[src/rtl/sspm_pkg.sv]
// Shared constants for the SSPM TDM backbone: OCP command/response codes and
// the per-core port FSM state encoding.
package sspm_pkg;

  localparam logic [2:0] OCP_CMD_IDLE = 3'd0;
  localparam logic [2:0] OCP_CMD_WR   = 3'd1;
  localparam logic [2:0] OCP_CMD_RD   = 3'd2;

  localparam logic [1:0] OCP_RESP_NULL = 2'd0;
  localparam logic [1:0] OCP_RESP_DVA  = 2'd1;
  localparam logic [1:0] OCP_RESP_ERR  = 2'd3;

  typedef enum logic [1:0] {
    PORT_IDLE = 2'd0,
    PORT_WAIT = 2'd1,
    PORT_RESP = 2'd2
  } port_state_e;

  // True when a word address lies inside the supervisor-only low region.
  function automatic logic in_prot_region(input logic [31:0] word, input int unsigned prot_w);
    return (word >> prot_w) == 32'd0;
  endfunction

endpackage

[src/rtl/sspm_core_port.sv]
// One core's request port: latches an OCP command while idle, waits for its
// TDM slot, presents the request to the SRAM mux for that single cycle, then
// answers the core for exactly one cycle.
// Optional: SSPM_PROT_EN blocks user-mode writes into the low protected region.
// Optional: SSPM_OCP_ASSERT checks that cores do not issue commands while busy.
module sspm_core_port
  import sspm_pkg::*;
#(
  parameter int ADDR_W = 12,
  parameter int DATA_W = 32,
  parameter int PROT_W = 4
) (
  input  logic                clk_i,
  input  logic                rst_i,
  input  logic                slot_hit_i,
  input  logic [2:0]          cmd_i,
  input  logic [31:0]         addr_i,
  input  logic [DATA_W-1:0]   data_i,
  input  logic [DATA_W/8-1:0] byteen_i,
  input  logic                super_i,
  input  logic [DATA_W-1:0]   mem_rdata_i,
  output logic                req_en_o,
  output logic                req_we_o,
  output logic [ADDR_W-1:0]   req_addr_o,
  output logic [DATA_W-1:0]   req_wdata_o,
  output logic [DATA_W/8-1:0] req_byteen_o,
  output logic [1:0]          resp_o,
  output logic [DATA_W-1:0]   rdata_o
);

  port_state_e         state_q, state_d;
  logic                accept;
  logic                wr_q;
  logic [ADDR_W-1:0]   addr_q;
  logic [DATA_W-1:0]   wdata_q;
  logic [DATA_W/8-1:0] byteen_q;
  logic                blocked;
  logic                unused_addr_bits;

  // Commands arriving while a request is pending are dropped on the floor.
  assign accept = (state_q == PORT_IDLE) && (cmd_i != OCP_CMD_IDLE);

  // Byte-offset and above-capacity address bits carry no meaning here.
  assign unused_addr_bits = ^{addr_i[31:ADDR_W+2], addr_i[1:0]};

  // FSM state register; reset discards any pending or in-flight request.
  always_ff @(posedge clk_i or posedge rst_i) begin
    if (rst_i) state_q <= PORT_IDLE;
    else       state_q <= state_d;
  end

  // Request latch, loaded only when a command is accepted.
  always_ff @(posedge clk_i) begin
    if (accept) begin
      wr_q     <= (cmd_i == OCP_CMD_WR);
      addr_q   <= addr_i[ADDR_W+1:2];
      wdata_q  <= data_i;
      byteen_q <= byteen_i;
    end
  end

`ifdef SSPM_PROT_EN
  logic super_q;

  // Supervisor flag captured together with the command.
  always_ff @(posedge clk_i) begin
    if (accept) super_q <= super_i;
  end

  assign blocked = wr_q && !super_q && in_prot_region(32'(addr_q), PROT_W);
`else
  logic unused_super;

  assign unused_super = super_i;
  assign blocked      = 1'b0;
`endif

  // Next-state and per-cycle request/response outputs.
  always_comb begin
    state_d  = state_q;
    req_en_o = 1'b0;
    req_we_o = 1'b0;
    resp_o   = OCP_RESP_NULL;
    rdata_o  = '0;
    case (state_q)
      PORT_IDLE: begin
        if (accept) state_d = PORT_WAIT;
      end
      PORT_WAIT: begin
        if (slot_hit_i) begin
          // A blocked write still consumes its slot but never reaches the SRAM.
          req_en_o = !blocked;
          req_we_o = wr_q && !blocked;
          state_d  = PORT_RESP;
        end
      end
      PORT_RESP: begin
        resp_o  = blocked ? OCP_RESP_ERR : OCP_RESP_DVA;
        rdata_o = wr_q ? '0 : mem_rdata_i;
        state_d = PORT_IDLE;
      end
      default: state_d = PORT_IDLE;
    endcase
  end

  assign req_addr_o   = addr_q;
  assign req_wdata_o  = wdata_q;
  assign req_byteen_o = byteen_q;

`ifdef SSPM_OCP_ASSERT
  // A core must wait for its response before issuing the next command.
  a_no_cmd_while_busy : assert property (
    @(posedge clk_i) disable iff (rst_i)
    (state_q != PORT_IDLE) |-> (cmd_i == OCP_CMD_IDLE));
`endif

endmodule

[src/rtl/sspm_tdm_backbone.sv]
// Shared-scratchpad backbone: one request port per core, a free-running TDM
// slot counter, and the mux onto the single synchronous SRAM port.
// Optional: SSPM_PROT_EN enables supervisor-only writes to the low region.
module sspm_tdm_backbone
  import sspm_pkg::*;
#(
  parameter int NCORES = 3,
  parameter int ADDR_W = 12,
  parameter int DATA_W = 32,
  parameter int PROT_W = 4
) (
  input  logic                       clk,
  input  logic                       reset,
  input  logic [NCORES-1:0]          io_superMode,
  input  logic [3*NCORES-1:0]        io_ocp_M_Cmd,
  input  logic [32*NCORES-1:0]       io_ocp_M_Addr,
  input  logic [DATA_W*NCORES-1:0]   io_ocp_M_Data,
  input  logic [DATA_W/8*NCORES-1:0] io_ocp_M_ByteEn,
  output logic [2*NCORES-1:0]        io_ocp_S_Resp,
  output logic [DATA_W*NCORES-1:0]   io_ocp_S_Data,
  output logic                       mem_en,
  output logic                       mem_we,
  output logic [ADDR_W-1:0]          mem_addr,
  output logic [DATA_W-1:0]          mem_wdata,
  output logic [DATA_W/8-1:0]        mem_byteen,
  input  logic [DATA_W-1:0]          mem_rdata
);

  localparam int BE_W   = DATA_W / 8;
  localparam int SLOT_W = (NCORES > 1) ? $clog2(NCORES) : 1;

  logic [SLOT_W-1:0] slot_q, slot_d;
  logic [NCORES-1:0] slot_hit;
  logic [NCORES-1:0] req_en;
  logic [NCORES-1:0] req_we;
  logic [ADDR_W-1:0] req_addr   [NCORES];
  logic [DATA_W-1:0] req_wdata  [NCORES];
  logic [BE_W-1:0]   req_byteen [NCORES];

  logic [ADDR_W-1:0] addr_q, addr_d;
  logic [DATA_W-1:0] wdata_q, wdata_d;
  logic [BE_W-1:0]   byteen_q, byteen_d;

  // Slot advances every cycle whether or not anyone is waiting.
  assign slot_d = (slot_q == SLOT_W'(NCORES - 1)) ? '0 : slot_q + 1'b1;

  // Slot counter register.
  always_ff @(posedge clk or posedge reset) begin
    if (reset) slot_q <= '0;
    else       slot_q <= slot_d;
  end

  for (genvar i = 0; i < NCORES; i++) begin : g_port
    assign slot_hit[i] = (slot_q == SLOT_W'(i));

    sspm_core_port #(
      .ADDR_W (ADDR_W),
      .DATA_W (DATA_W),
      .PROT_W (PROT_W)
    ) u_port (
      .clk_i        (clk),
      .rst_i        (reset),
      .slot_hit_i   (slot_hit[i]),
      .cmd_i        (io_ocp_M_Cmd[3*i +: 3]),
      .addr_i       (io_ocp_M_Addr[32*i +: 32]),
      .data_i       (io_ocp_M_Data[DATA_W*i +: DATA_W]),
      .byteen_i     (io_ocp_M_ByteEn[BE_W*i +: BE_W]),
      .super_i      (io_superMode[i]),
      .mem_rdata_i  (mem_rdata),
      .req_en_o     (req_en[i]),
      .req_we_o     (req_we[i]),
      .req_addr_o   (req_addr[i]),
      .req_wdata_o  (req_wdata[i]),
      .req_byteen_o (req_byteen[i]),
      .resp_o       (io_ocp_S_Resp[2*i +: 2]),
      .rdata_o      (io_ocp_S_Data[DATA_W*i +: DATA_W])
    );
  end

  // SRAM mux: slot ownership makes req_en one-hot, so at most one core drives.
  always_comb begin
    mem_en   = 1'b0;
    mem_we   = 1'b0;
    addr_d   = addr_q;
    wdata_d  = wdata_q;
    byteen_d = byteen_q;
    for (int k = 0; k < NCORES; k++) begin
      if (req_en[k]) begin
        mem_en   = 1'b1;
        mem_we   = req_we[k];
        addr_d   = req_addr[k];
        wdata_d  = req_wdata[k];
        byteen_d = req_byteen[k];
      end
    end
  end

  // Keep the last driven address/data/mask on the bus during idle slots.
  always_ff @(posedge clk or posedge reset) begin
    if (reset) begin
      addr_q   <= '0;
      wdata_q  <= '0;
      byteen_q <= '0;
    end else begin
      addr_q   <= addr_d;
      wdata_q  <= wdata_d;
      byteen_q <= byteen_d;
    end
  end

  assign mem_addr   = addr_d;
  assign mem_wdata  = wdata_d;
  assign mem_byteen = byteen_d;

endmodule

[config.mk]
export PLATFORM = sky130hd
export DESIGN_NAME = sspm_tdm_backbone
export DESIGN_NICKNAME = d
export VERILOG_FILES = /design/src/rtl/sspm_pkg.sv /design/src/rtl/sspm_core_port.sv /design/src/rtl/sspm_tdm_backbone.sv
export SDC_FILE = /design/constraint.sdc
export NUM_CORES = 1
export LEC_CHECK = 0
export BUFFER_PORTS_ARGS = -buffer_cell sky130_fd_sc_hd__buf_4
export CAP_MARGIN = 10
export CELL_PAD_IN_SITES_DETAIL_PLACEMENT = 1
export CELL_PAD_IN_SITES_GLOBAL_PLACEMENT = 2
export CORE_ASPECT_RATIO = 0.5
export CORE_MARGIN = 3
export CORE_UTILIZATION = 30
export CTS_BUF_LIST = sky130_fd_sc_hd__clkbuf_8
export DETAILED_ROUTE_END_ITERATION = 10
export PLACE_DENSITY = 0.82
export SLEW_MARGIN = 20
export SYNTH_ARGS = -nofsm -noshare
export SYNTH_HDL_FRONTEND = slang
export SYNTH_SLANG_ARGS = --single-unit
[constraint.sdc]
create_clock -name clk -period 10.02 [get_ports clk]
set_clock_uncertainty 0.05 [all_clocks]
set_input_delay 1.002 -clock clk [delete_from_list [all_inputs] [get_ports clk]]
set_output_delay 1.002 -clock clk [all_outputs]
set_load 0.005 [all_outputs]
# Yosys cells after proc, flatten, opt, wreduce, memory -nomap -nowiden
# Index checks and enable logic that the tools add are counted.
# classes
n_mux	46
n_reduce_logical	13
eq_ne	17
addsub	1
# ops
op	n
$mux W32	9
$mux W12	3
$mux W1	21
$mux W2	7
$mux W4	3
$ne A2 B1 Y1 const B	6
$pmux W2 S2	3
$eq A3 B1 Y1 const B	3
$reduce_bool A3 Y1	3
$eq A2 B1 Y1 const B	4
$eq A2 B2 Y1 const B	4
$logic_not A2 Y1	4
$reduce_and A2 Y1	3
$logic_and A1 B1 Y1	3
$add A2 B1 Y2 const B	1
# totals
in_bits	250
regBits	203
out_inout_bits	152
wordCells	96

# Longest topological paths before layout
# depth
depth_word	6
mapped_depth	6
ltp_nobuf	4

# Cells and area by module
# From an unflattened synthesis, not the netlist that was laid out.
# hier_totals
cells_unflattened	579
hier_area_um2	8652.0
# by_module_without_submodules
module	seq_area_each_um2	cells_per_inst	area_each_um2	n_inst
sspm_core_port	1521.5	100	1826.8	3
sspm_tdm_backbone	1251.2	279	3171.8	1

# Least setup slack after synthesis
# OpenSTA, ideal clock, no wires.
# synth_path
kind	input to register
startpoint	input io_ocp_M_Cmd[4]
endpoint	register g_port[1].u_port.addr_q[0], enable pin
t_arrival_ns	4.413
setup_ns	0.518
path_stages	2
t_required_ns	9.452
path_buffers	0
slack_ns	5.039
path_cell_list	nor3_1 > nor3_1
# synth_between
elab_chain_cells	2
# synth_lines
item	line	text
from (decl)	sspm_tdm_backbone.sv:15	input logic [3*NCORES-1:0] io_ocp_M_Cmd,
$reduce_bool A3 Y1	sspm_core_port.sv:41	assign accept = (state_q == PORT_IDLE) && (cmd_i != OCP_CMD_IDLE);
$logic_and A1 B1 Y1	sspm_core_port.sv:41	
named net g_port[1].u_port.accept	sspm_core_port.sv:32	logic accept;
to (signal assigned)	sspm_core_port.sv:56	addr_q <= addr_i[ADDR_W+1:2];
to (decl)	sspm_core_port.sv:34	logic [ADDR_W-1:0] addr_q;
# The timed path passes the listed nets, and every way through them passes these cells.
# A chain may end at the register's enable or synchronous reset.

# Final worst setup path
# layout_path
startpoint	register slot_q[1]
endpoint	output mem_wdata[31]
# layout_between
elab_chain_cells	6
elab_cells_between_ends	12
classes_between	2 x eq/ne; 9 x mux; 1 x reduce/logical
# layout_lines
item	line	text
from (decl)	sspm_tdm_backbone.sv:32	logic [SLOT_W-1:0] slot_q, slot_d;
from (signal assigned)	sspm_tdm_backbone.sv:50	else slot_q <= slot_d;
$logic_not A2 Y1	sspm_tdm_backbone.sv:54	assign slot_hit[i] = (slot_q == SLOT_W'(i));
$mux W1	sspm_core_port.sv:90	if (slot_hit_i) begin
$mux W1	sspm_core_port.sv:85	case (state_q)
$mux W32 (2 in a row)	sspm_tdm_backbone.sv:88	if (req_en[k]) begin
$mux W32 *	sspm_tdm_backbone.sv:88	
to (decl)	sspm_tdm_backbone.sv:24	output logic [DATA_W-1:0] mem_wdata,
# Mark *: on every way between the ends. The rest lies on a longest branch, timed or not.

==> load_flow_metrics.sql <==
INSERT INTO impl_metrics (metric_group, metric, value, unit) VALUES
('route', 'number_of_nets_still_failing_antenna_checks_after_routing', '0', ''),
('sta', 'final_min_period_over_clock_period', '47.5', '%'),
('placement', 'finalWeightedCongestion', '0.790', ''),
('sta', 'fmax', '210', 'MHz'),
('cts', 'cts_resized', '0', ''),
('global_route', 'grt_start_max_net_pins', '57', ''),
('worst_setup_path', 'setup.worst_path.class', 'reg -> out', ''),
('route', 'detailroute.via_count', '5690', ''),
('sta', 'fin_setup_tns', '0', 'ns'),
('route', 'post_dr_wirelength_cell', '21.3', 'microns'),
('logic_synthesis', 'netlist-cell-type-count', '32', ''),
('global_route', 'first_global_vias', '6175', ''),
('floorplan', 'floorplan.die_area', '29200', 'sq um'),
('final_layout', 'stdcell_count', '1229', ''),
('final_layout', 'layout.area.seq', '5820', 'sq um'),
('outcome', 'outcome', 'finished, final reports clean', ''),
('route', 'post_drt_via_cell_ratio', '4.63', ''),
('floorplan', 'initial_utilization', '31.3', '%'),
('sta', 'slew_headroom', '32.2', '%'),
('global_route', 'grt_antenna_before_repair', '2', ''),
('flow_run', 'number_of_max_capacitance_violations_reported', '0', ''),
('placement', 'place_ws', '5.81', 'ns'),
('placement', 'buffer_ports.inserted', '335', ''),
('sta', 'timing_hold_violations_final', '0', ''),
('logic_synthesis', 'ys_ff_latch', '203', ''),
('pwr', 'power_density', '229', 'nW/um^2'),
('logic_synthesis', 'netlist_instances', '512', ''),
('floorplan', 'io_pins', '402', ''),
('worst_setup_path', 'worst_path_max_delay_cell', 'sky130_fd_sc_hd__nand4bb_4', ''),
('logic_synthesis', 'postSynthAreaPerCell', '15.9', 'sq um'),
('logic_synthesis', 'synth.yosys.seq_area_share', '71.6', '%'),
('worst_setup_path', 'timing.critical_path.max_delay_family', 'simple AND/OR/NAND/NOR gates', ''),
('cts', 'clkTransAtPathRegs', '0.06', 'ns'),
('logic_synthesis', 'ys.warnings.count', '0', ''),
('sta', 'tightestPinTransition', '1.01', 'ns'),
('sta', 'final.setup.worst_slack', '5.26', 'ns'),
('worst_setup_path', 'endpoint_type_of_the_worst_setup_path', 'output pin', ''),
('global_route', 'grt_overflow', '0', ''),
('cts', 'cts_max_path_buffers', '3', ''),
('cts', 'cts_tree', 'done', ''),
('worst_setup_path', 'required', '8.97', 'ns'),
('cts', 'postCtsSetupBuffers', '0', ''),
('worst_setup_path', 'worst-path-max-fanout', '49', ''),
('final_layout', 'finalNetCount', '1110', ''),
('logic_synthesis', 'synth_largest_type_area_fraction', '54.4', '%'),
('worst_setup_path', 'crit_chain', 'nand4bb_4 -> inv_2 -> nor2_4 -> buf_4 -> a21oi_2 -> buf_4', ''),
('global_route', 'grt_pass1_wl', '37500', 'microns'),
('pwr', 'peakVddDrop', '0.0907', 'mV'),
('logic_synthesis', 'synthFlopType', 'sky130_fd_sc_hd__edfxtp_1', ''),
('worst_setup_path', 'worstSetupStartpointType', 'register', ''),
('worst_setup_path', 'worstPathBufferInverterCount', '3', ''),
('floorplan', 'core.rowCount', '41', ''),
('floorplan', 'placeableCoreArea', '25900', 'sq um'),
('logic_synthesis', 'async_reset_ff_share', '27.6', '%'),
('worst_setup_path', 'worst_path_largest_cell_delay', '0.77', 'ns'),
('worst_setup_path', 'cell_seen_most_often_among_critical_path_stages', 'sky130_fd_sc_hd__buf_4', ''),
('worst_hold_path', 'worstHoldPathType', 'reg -> reg', ''),
('sta', 'setup_viol', '0', ''),
('route', 'route.detailed.drc', '0', ''),
('placement', 'place_hpwl', '18200', 'microns'),
('logic_synthesis', 'synthDominantAreaCellType', 'sky130_fd_sc_hd__edfxtp_1', ''),
('floorplan', 'die_y', '122', 'microns'),
('logic_synthesis', 'syn-cell-area', '8120', 'sq um'),
('route', 'detailedRoute.firstIterationViolations', '302', ''),
('pwr', 'power.leakage', '4.78', 'nW'),
('worst_setup_path', 'cp.arrival', '3.71', 'ns'),
('sta', 'rsz_0062_raised_after_global_routing', 'false', ''),
('route', 'totalWireLength', '26100', 'microns'),
('cts', 'clk-insertion-delay-late', '0.57', 'ns'),
('floorplan', 'die_width', '239', 'microns'),
('route', 'drt_pass1_iterations', '4', '');
==> state kept, by name (all words and copies together) (netlist names) <==
| register | count |
|---|---|
| byteen_q | 4 |
| g_port.u_port.req_wdata_o | 96 |
| wdata_q | 32 |
| g_port.u_port.req_byteen_o | 12 |
| slot_q | 2 |
| g_port.u_port.state_q | 6 |
| addr_q | 12 |
| g_port.u_port.wr_q | 3 |
| g_port.u_port.req_addr_o | 36 |
==> synth_stat cells (all sizes together), types with 3 or more instances <==
cell and n:
o22ai 48, a21oi 48, nor3b 4, mux2i 48
nor2b 5, buf 20, and2 96, inv 4
clkbuf 13, edfxtp 147, nor3 6, nor2 3
dfrtp 56
==> cell families (layout without fill, tap and decap cells) <==
family	after synthesis	in the layout	synth area share, %
DFF	203	203	71.6
and+or+nand+nor	124	124	9.91
other	1	5	0.0462
muxes	48	48	5.92
AOI/OAI and AO/OA	99	99	9.12
buffers and inverters	37	406	3.40
==> per-layer routing <==
metal | global-route usage (%) | share of wire, % | vias up
met1 | 18.6 | 37 | 2886
met4 | 5.47 | 2.6 | 0
met2 | 33.0 | 56 | 160
met3 | 2.49 | 4.4 | 42
met5 | 0 | 0 | -
li1 | - | - | 2602
==> path summary, 6_finish.rpt <==
kind,startpoint,endpoint,slack (ns),cells past startpoint
hold reg to reg,g_port[2].u_port.state_q[1]$_DFFE_PP0P_,g_port[2].u_port.state_q[0]$_DFFE_PP0P_,0.47,1
max in group asynchronous,reset,addr_q[2]$_DFF_PP0_,8.72,3
setup / recovery,slot_q[1]$_DFF_PP0_,mem_wdata[31],5.26,6
setup reg to reg,slot_q[1]$_DFF_PP0_,addr_q[0]$_DFF_PP0_,6.84,5
min in group asynchronous,reset,wdata_q[15]$_DFF_PP0_,0.66,3
hold / removal,g_port[2].u_port.state_q[1]$_DFFE_PP0P_,g_port[2].u_port.state_q[0]$_DFFE_PP0P_,0.47,1
==> area by class of cell <==
| class | count | area share [%] |
|---|---|---|
| antenna | 2 | 0.0433 |
| clock buffer | 37 | 4.40 |
| clock inverter | 19 | 1.15 |
| inverter | 4 | 0.130 |
| multi-input combinational | 274 | 17.9 |
| sequential | 203 | 50.3 |
| tap | 344 | 3.72 |
| timing repair buffer | 346 | 22.4 |
==> worst reg2reg max path, cell delays in order (launching register included) <==
cell and delay (ns):
sky130_fd_sc_hd__dfrtp_1 0.50, sky130_fd_sc_hd__nand4bb_4 0.77, sky130_fd_sc_hd__inv_2 0.17, sky130_fd_sc_hd__nor2_4 0.74
sky130_fd_sc_hd__buf_4 0.61, sky130_fd_sc_hd__a21oi_2 0.17
==> cells in the final DEF (no fill, tap or decap), types with 2 or more instances in the layout <==
cell,n
sky130_fd_sc_hd__a21oi_2,47
sky130_fd_sc_hd__and2_1,96
sky130_fd_sc_hd__buf_4,346
sky130_fd_sc_hd__bufinv_16,2
sky130_fd_sc_hd__clkbuf_8,37
sky130_fd_sc_hd__clkinv_1,5
sky130_fd_sc_hd__clkinv_2,4
sky130_fd_sc_hd__conb_1,3
sky130_fd_sc_hd__dfrtp_1,56
sky130_fd_sc_hd__diode_2,2
sky130_fd_sc_hd__edfxtp_1,147
sky130_fd_sc_hd__inv_1,8
sky130_fd_sc_hd__inv_2,3
sky130_fd_sc_hd__mux2i_1,48
sky130_fd_sc_hd__nand2_1,2
sky130_fd_sc_hd__nor2_1,2
sky130_fd_sc_hd__nor2b_1,5
sky130_fd_sc_hd__nor3_1,3
sky130_fd_sc_hd__nor3_2,3
sky130_fd_sc_hd__nor3b_1,4
sky130_fd_sc_hd__o22ai_1,48
==> where the power goes <==
group	total, mW	internal, mW	leakage, nW	switching, mW
registers	1.19	1.13	2.07	0.0597
logic	0.762	0.340	2.35	0.421
clock network	0.703	0.385	0.355	0.318
total	2.65	1.85	4.78	0.799
==> through the flow <==
stage	total power, mW	hold slack, ns	area, sq um	util [%]
6_report	2.65	0.466	11600	44.7
5_1_grt	2.80	0.505	11600	44.7
4_1_cts	2.70	0.462	11600	44.6
3_5_place_dp	1.98	0.452	10900	42.2
3_3_place_gp	1.96	0.443	10900	42.2
2_1_floorplan	1.57	0.390	8130	-
(Power assumes the default switching activity.)
